--- src/rtl/dadda_pkg.sv ---
// Shared constants and elaboration-time helpers for the Dadda multiplier.
// The reduction plan is computed here so the tree wiring can be generated from it.
package dadda_pkg;

   localparam int DADDA_HEIGHTS [8] = '{2, 3, 4, 6, 9, 13, 19, 28};
   localparam int LATENCY [2] = '{2, 3};

   function automatic int dadda_stage_count(input int w);
      int n;
      n = 0;
      for (int k = 0; k < 8; k++)
         if (DADDA_HEIGHTS[k] < w) n++;
      return n;
   endfunction

   // Column height of the initial matrix, including the signed-mode constant slots
   function automatic int dadda_init_height(input int w, input int c);
      int lo, hi, h;
      lo = (c > w - 1) ? c - (w - 1) : 0;
      hi = (c < w - 1) ? c : w - 1;
      h  = (c <= 2 * w - 2) ? hi - lo + 1 : 0;
      if (c == w || c == 2 * w - 1) h++;
      return h;
   endfunction

   // sel 0: column height entering stage s, 1: full adders, 2: half adders
   function automatic int dadda_plan(input int w, input int s, input int c, input int sel);
      int h  [64];
      int nf [64];
      int nh [64];
      int n, d, e, cin, res;
      res = 0;
      if (c >= 0 && c < 2 * w) begin
         n = dadda_stage_count(w);
         for (int col = 0; col < 2 * w; col++) h[col] = dadda_init_height(w, col);
         for (int st = 0; st <= s; st++) begin
            d   = DADDA_HEIGHTS[n - 1 - st];
            cin = 0;
            for (int col = 0; col < 2 * w; col++) begin
               e       = h[col] + cin - d;
               nf[col] = (e > 0) ? e / 2 : 0;
               nh[col] = (e > 0) ? e % 2 : 0;
               cin     = nf[col] + nh[col];
            end
            if (st == s)
               res = (sel == 0) ? h[c] : (sel == 1) ? nf[c] : nh[c];
            for (int col = 0; col < 2 * w; col++)
               h[col] = h[col] - 2 * nf[col] - nh[col] +
                        ((col > 0) ? nf[col - 1] + nh[col - 1] : 0);
         end
      end
      return res;
   endfunction

endpackage

--- src/rtl/dadda_reduce.sv ---
// Combinational Dadda column reduction of a Baugh-Wooley partial-product matrix
// down to two rows. pp[i][j] = a[j] & b[i], weight i+j.
module dadda_reduce
   import dadda_pkg::*;
#(
   parameter int WIDTH = 8
) (
   input  logic [WIDTH-1:0]   pp [WIDTH],
   input  logic               is_signed,
   output logic [2*WIDTH-1:0] row0,
   output logic [2*WIDTH-1:0] row1
);

   localparam int NS = dadda_stage_count(WIDTH);
   localparam int CW = 2 * WIDTH;

   logic lvl [NS+1][CW][WIDTH];

   for (genvar c = 0; c < CW; c++) begin : g_init
      localparam int LO  = (c > WIDTH - 1) ? c - (WIDTH - 1) : 0;
      localparam int HI  = (c < WIDTH - 1) ? c : WIDTH - 1;
      localparam int CNT = (c <= CW - 2) ? HI - LO + 1 : 0;
      for (genvar r = 0; r < WIDTH; r++) begin : g_row
         if (r < CNT) begin : g_pp
            localparam int I = LO + r;
            localparam int J = c - I;
            // MSB row/column terms are inverted in signed mode, except the MSB*MSB term
            if ((I == WIDTH - 1) != (J == WIDTH - 1)) begin : g_inv
               assign lvl[0][c][r] = pp[I][J] ^ is_signed;
            end else begin : g_plain
               assign lvl[0][c][r] = pp[I][J];
            end
         end else if (r == CNT && (c == WIDTH || c == CW - 1)) begin : g_one
            assign lvl[0][c][r] = is_signed;
         end else begin : g_zero
            assign lvl[0][c][r] = 1'b0;
         end
      end
   end

   for (genvar s = 0; s < NS; s++) begin : g_stage
      for (genvar c = 0; c < CW; c++) begin : g_col
         localparam int H  = dadda_plan(WIDTH, s, c, 0);
         localparam int F  = dadda_plan(WIDTH, s, c, 1);
         localparam int A  = dadda_plan(WIDTH, s, c, 2);
         localparam int FP = dadda_plan(WIDTH, s, c - 1, 1);
         localparam int AP = dadda_plan(WIDTH, s, c - 1, 2);
         localparam int P  = H - 3 * F - 2 * A;
         // output order: untouched bits, FA sums, HA sums, carries from column c-1
         for (genvar r = 0; r < WIDTH; r++) begin : g_row
            if (r < P) begin : g_pass
               assign lvl[s+1][c][r] = lvl[s][c][3*F+2*A+r];
            end else if (r < P + F) begin : g_fsum
               localparam int K = r - P;
               assign lvl[s+1][c][r] = lvl[s][c][3*K] ^ lvl[s][c][3*K+1] ^ lvl[s][c][3*K+2];
            end else if (r < P + F + A) begin : g_hsum
               localparam int K = r - P - F;
               assign lvl[s+1][c][r] = lvl[s][c][3*F+2*K] ^ lvl[s][c][3*F+2*K+1];
            end else if (r < P + F + A + FP) begin : g_fcy
               localparam int K = r - P - F - A;
               assign lvl[s+1][c][r] = (lvl[s][c-1][3*K]   & lvl[s][c-1][3*K+1]) |
                                       (lvl[s][c-1][3*K]   & lvl[s][c-1][3*K+2]) |
                                       (lvl[s][c-1][3*K+1] & lvl[s][c-1][3*K+2]);
            end else if (r < P + F + A + FP + AP) begin : g_hcy
               localparam int K = r - P - F - A - FP;
               assign lvl[s+1][c][r] = lvl[s][c-1][3*FP+2*K] & lvl[s][c-1][3*FP+2*K+1];
            end else begin : g_zero
               assign lvl[s+1][c][r] = 1'b0;
            end
         end
      end
   end

   for (genvar c = 0; c < CW; c++) begin : g_out
      assign row0[c] = lvl[NS][c][0];
      assign row1[c] = lvl[NS][c][1];
   end

endmodule

--- src/rtl/dadda_mult_pipe.sv ---
// Pipelined signed/unsigned Dadda multiplier with valid/ready handshake.
// A single advance enable freezes every stage while the output is stalled.
module dadda_mult_pipe
   import dadda_pkg::*;
#(
   parameter int WIDTH   = 8,
   parameter int OUT_REG = 1
) (
   input  logic               clk,
   input  logic               rst,
   input  logic               in_valid,
   output logic               in_ready,
   input  logic [WIDTH-1:0]   a,
   input  logic [WIDTH-1:0]   b,
   input  logic               is_signed,
   output logic               out_valid,
   input  logic               out_ready,
   output logic [2*WIDTH-1:0] product
);

   localparam int CW = 2 * WIDTH;

   logic             advance;
   logic             v1;
   logic [WIDTH-1:0] a1, b1;
   logic             sg1;
   logic [WIDTH-1:0] pp [WIDTH];
   logic [CW-1:0]    row0, row1;

   assign advance  = ~out_valid | out_ready;
   assign in_ready = advance;

   always_ff @(posedge clk) begin
      if (rst) begin
         v1 <= 1'b0;
      end else if (advance) begin
         v1  <= in_valid;
         a1  <= a;
         b1  <= b;
         sg1 <= is_signed;
      end
   end

   for (genvar i = 0; i < WIDTH; i++) begin : g_pp
      assign pp[i] = a1 & {WIDTH{b1[i]}};
   end

   dadda_reduce #(.WIDTH(WIDTH)) u_reduce (
      .pp        (pp),
      .is_signed (sg1),
      .row0      (row0),
      .row1      (row1)
   );

   if (OUT_REG != 0) begin : g_reg
      logic          v2, v3;
      logic [CW-1:0] r0_q, r1_q;

      always_ff @(posedge clk) begin
         if (rst) begin
            v2      <= 1'b0;
            v3      <= 1'b0;
            product <= '0;
         end else if (advance) begin
            v2      <= v1;
            r0_q    <= row0;
            r1_q    <= row1;
            v3      <= v2;
            product <= r0_q + r1_q;
         end
      end

      assign out_valid = v3;
   end else begin : g_comb
      logic v2;

      always_ff @(posedge clk) begin
         if (rst) begin
            v2      <= 1'b0;
            product <= '0;
         end else if (advance) begin
            v2      <= v1;
            product <= row0 + row1;
         end
      end

      assign out_valid = v2;
   end

endmodule

--- config.mk ---
export PLATFORM = sky130hd
export DESIGN_NAME = dadda_mult_pipe
export DESIGN_NICKNAME = d
export VERILOG_FILES = /design/src/rtl/dadda_pkg.sv /design/src/rtl/dadda_reduce.sv /design/src/rtl/dadda_mult_pipe.sv
export SDC_FILE = /design/constraint.sdc
export NUM_CORES = 1
export LEC_CHECK = 0
export BUFFER_PORTS_ARGS = -buffer_cell sky130_fd_sc_hd__buf_2
export CAP_MARGIN = 25
export CORE_MARGIN = 4
export CORE_UTILIZATION = 56
export CTS_BUF_LIST = sky130_fd_sc_hd__clkbuf_8
export DETAILED_ROUTE_END_ITERATION = 7
export HOLD_SLACK_MARGIN = 0.05
export PLACE_DENSITY_LB_ADDON = 0.1
export SLEW_MARGIN = 5
export SYNTH_ARGS = -nofsm -noshare
export SYNTH_HDL_FRONTEND = slang
export SYNTH_HIERARCHICAL = 1
export SYNTH_SLANG_ARGS = --single-unit
--- constraint.sdc ---
create_clock -name clk -period 3.7 [get_ports clk]
set_input_delay 0.74 -clock clk [delete_from_list [all_inputs] [get_ports clk]]
set_output_delay 0.74 -clock clk [all_outputs]
set_load 0.05 [all_outputs]
======== Word-level counts from Yosys, hierarchy flattened ========
Cells that the tools add are included.
storage, ports and cells
  latch bits .............................. 0
  RAM bits ................................ 0
  output and inout bits ................... 18
  flip-flop bits (word level) ............. 66
  ROM bits ................................ 0
  bits of input ports ..................... 21
  memories ................................ 0
operators by class
  div/mod/pow operators ................... 0
  add/subtract/negate cells ............... 1
  shift operators ......................... 0
  reductions and logical operators ........ 1
  $mul .................................... 0
  order comparisons ....................... 0
  equal/unequal tests ..................... 0
  bitwise gates (word level) .............. 289
  mux-type cells .......................... 0
operators with widths
  kind               count
  $and A1 B1 Y1      114
  $xor A1 B1 Y1      92
  $or A1 B1 Y1       73
  $and A8 B8 Y8      8
  $add A16 B15 Y16   1
  $not A1 Y1         2
  $reduce_and A2 Y1  1

======== Longest topological paths before layout ========
  depth in word-level cells ............... 13
  mapped depth ............................ 9
  mapped depth without buffers ............ 9

======== By module ========
Netlist, hierarchy kept.
by module, submodules not included
  module           seq. area each (um^2)  cells each  area each (um^2)  instances
  dadda_mult_pipe  1851.8                 275         3263.1            1
  dadda_reduce     0.0                    107         1148.6            1

======== Worst setup path after synthesis ========
OpenSTA, ideal clock, no wires.
  path kind ............................... in2reg
  from .................................... in rst
  to ...................................... reg a1[0] (enable)
  arrival ................................. 3145 ps
  stages on the path ...................... 2
  setup time .............................. 463 ps
  slack ................................... 92 ps
  path through ............................ clkbuf_1 nor2_1
between the ends
  longest elaborated chain between the ends .. 2
ends and longest elaborated chain
  element                      line                   text
  start, declared              dadda_mult_pipe.sv:10  input logic rst,
  $not A1 Y1 (no line)         n/a
  $reduce_and A2 Y1 (no line)  n/a
  end signal, assigned         dadda_mult_pipe.sv:38  a1 <= a;
  end, declared                dadda_mult_pipe.sv:25  logic [WIDTH-1:0] a1, b1;
No other way between the ends.
A chain may end at the register's enable or synchronous reset.

==> impl_metrics.env <==
export IMPL_status="finished clean"
export IMPL_first_pass_iters=4
export IMPL_antenna_cells=0
export IMPL_grt_max_degree=55
export IMPL_syn_to_final_growth_pct=8.763
export IMPL_post_cts_buffers=0
export IMPL_async_reset_ff_share_pct=0
export IMPL_r2r_end="g_reg.r0_q[10]"
export IMPL_wl_per_cell_um=14.57
export IMPL_utilization_pct=62.42
export IMPL_yosysSeqAreaShare_pct=41.97
export IMPL_syn_area_per_cell_sq_um=11.55
export IMPL_yosys_warnings=6
export IMPL_r2r_slack_ps=540
export IMPL_synthCells=382
export IMPL_post_dp_cell_area_sq_um=4632
export IMPL_postRouteAntennaNets=0
export IMPL_skew_ps=13.09
export IMPL_ir_worst_vdd_mv=0.2226
export IMPL_synth_edf_count=49
export IMPL_required_ps=3790
export IMPL_io_pins=39
export IMPL_wl_mm=7.634
export IMPL_crit_fanout=8
export IMPL_setup_viol=0
export IMPL_cts_sinks=68
export IMPL_setup_tns_ps=0
export IMPL_grt_ovfl_total=0
export IMPL_cp_num_buf_inv=2
export IMPL_ys_ff_latch=68
export IMPL_synth_top_flop_cell="edfxtp_1"
export IMPL_cts_hold_buf=0
export IMPL_fin_area_sq_um=4798
export IMPL_worstSetupPathType="reg -> reg"
export IMPL_root_buffer="clkbuf_8"
export IMPL_dp_slack_ps=579.6
export IMPL_rsz0062_at_grt="false"
export IMPL_p_per_area_nw_per_um2=589.7
export IMPL_dieHeight_um=96.76
export IMPL_cts_tree="done"
export IMPL_core_area_sq_um=7687
export IMPL_clk_latency_ps=350
export IMPL_hpwl_mm=5.669
export IMPL_min_period_over_period_pct=85.41
export IMPL_worst_slack_ps=540.0
export IMPL_fmax_mhz=316.5
export IMPL_grt_pass1_wl_mm=13.08
export IMPL_ys_top_cells_by_count="and2_1, edfxtp_1, inv_1, fa_1, nand2_1"
export IMPL_cts_resized=0
export IMPL_antenna_found_initial=0
export IMPL_initial_utilization_pct=57.39
export IMPL_cts_htree_levels=3
export IMPL_finalMaxSlewViolations=0
export IMPL_worstHoldEndpoint="product[1]"
export IMPL_arrival_ps=3250
export IMPL_fin_nets=495
export IMPL_tightestPinTransition_ps=646.7
export IMPL_cts_buffers=9
export IMPL_io_buffer_count=38
export IMPL_slowest_stage="fa_1"
export IMPL_path_common_cell="fa_1"
export IMPL_relSlewSlack_pct=56.89
export IMPL_min_path_cells=2
export IMPL_crit_chain="and2_1 -> xor2_1 -> fa_1 -> inv_1 -> fa_1 -> fa_1 -> inv_1 -> fa_1"
export IMPL_yosysTopAreaCell="edfxtp_1"
export IMPL_clock_path_buffers=2
export IMPL_reg2reg_from="b1[2]"
export IMPL_fp_dieW_um=96.76
export IMPL_grt_pass1_vias=2748
export IMPL_path_clk_slew_ps=80
export IMPL_die_area_sq_um=9363
export IMPL_hp_class="reg -> reg"
export IMPL_critPathCaptureType="flop"
export IMPL_yosys_cell_types_count=47
export IMPL_reg2regPathDepth=8
export IMPL_track_usage_pct=17.37
export IMPL_final_hold_viol_count=0
export IMPL_cellLeakagePower_nw=2.056
export IMPL_yosys_top_cells_area="edfxtp_1, fa_1, and2_1"
export IMPL_hp_start="product[1]"
export IMPL_critical_path_top_delay_family="adder cells"
export IMPL_vias=2660
export IMPL_gp_congestion=0.8707
export IMPL_yosysTopAreaCellShare_pct=33.35
export IMPL_period_minus_slack_ps=3160
export IMPL_critical_path_max_stage_delay_ps=540
export IMPL_dr_first_iter_drc_count=109
export IMPL_drv_cap=0
export IMPL_rows=32
export IMPL_post_drt_via_cell_ratio=5.076
export IMPL_syn_cell_area_sq_um=4412
export IMPL_drive_gt1_share_pct=16.35
export IMPL_drc=0
export IMPL_critPathLaunchType="flop"
export IMPL_yosysMostFrequentCell="and2_1"
==> report_power, final <==
group | switching (W) | internal (W) | leakage [nW]
clock | 0.000293 | 0.000241 | 0.0949
combinational | 0.000748 | 0.000477 | 1.32
sequential | 0.0000697 | 0.00100 | 0.643
total | 0.00111 | 0.00172 | 2.06
==> worst min-delay path: stages, from the launching register on <==
cell     delay, ps
dfxtp_1        310
nand2_1         50
a21oi_1         50
==> worst max-delay path by stage <==
stage,cells past startpoint,slack [ps],end,start
floorplan,2,90,a1[0],rst
global placement,8,670,g_reg.r0_q[9],a1[7]
detailed placement,8,580,g_reg.r0_q[9],b1[2]
CTS,8,560,g_reg.r0_q[10],b1[2]
global route,8,420,g_reg.r0_q[10],b1[2]
finish,8,540,g_reg.r0_q[10],b1[2]
==> cell families after synthesis <==
family                   count (synthesis)  share of synthesized area (%)
adder cells (fa/ha/maj)                 57                          22.29
AO/OA/AOI/OAI                           55                          9.330
XOR/XNOR                                26                          5.161
buffers and inverters                   60                          6.551
AND/OR/NAND/NOR                        115                          14.61
flip-flops                              68                          41.97
other                                    1                        0.08500
==> cell usage in the layout, fill, tap and decap left out, types with 2 or more instances in the layout <==
cell and instances:
nor2b_1 2, nor2_1 9, a31o_1 2, nand2_1 24, a21oi_1 19, fa_1 36, ha_1 21, a31oi_1 2
o21ai_1 5, o21ai_0 3, xnor2_1 16, xor2_1 10, buf_4 3, inv_1 43, clkinv_2 3, a21o_1 3
edfxtp_1 49, a22o_1 4, and2_1 65, and3_1 2, o22ai_1 2, clkbuf_8 9, conb_1 2, a211oi_1 3
a31oi_4 2, o21bai_1 2, buf_2 38, dfxtp_1 19, nand4_1 3
==> layer usage <==
| layer | vias up | track usage (%) | part of all wire, % |
|---|---|---|---|
| met2 | 56 | 28.72 | 48 |
| met4 | 0 | 6.479 | 1.5 |
| met3 | 9 | 3.389 | 4.0 |
| met1 | 1268 | 22.75 | 46 |
| met5 | - | 0 | 0 |
| li1 | 1327 | - | - |
==> per-stage QoR <==
step	hold slack (ps)	power, W	instances
2_1_floorplan	432.1	0.002086	383
6_report	450.6	0.002829	524
3_5_place_dp	443.4	0.002316	508
4_1_cts	453.1	0.002852	524
5_1_grt	481.5	0.003042	524
3_3_place_gp	435.2	0.002272	508
==> flip-flops by register name, indices dropped and copies added, names as in the netlist <==
signal,count
g_reg.r0_q,16
g_reg.r1_q,16
product,16
a1,8
b1,8
g_reg.v2,1
out_valid,1
sg1,1
v1,1
==> area by class of cell <==
class	count	area, sq um
fillers	639	2889
multi-input cells	255	2282
flip-flops and latches	68	1852
repair buffers	41	212.7
inverters	42	157.7
well taps	102	127.6
clock buffers	9	123.9
clock inverters	7	42.54
Note: power is estimated with default switching activity, not from simulation.
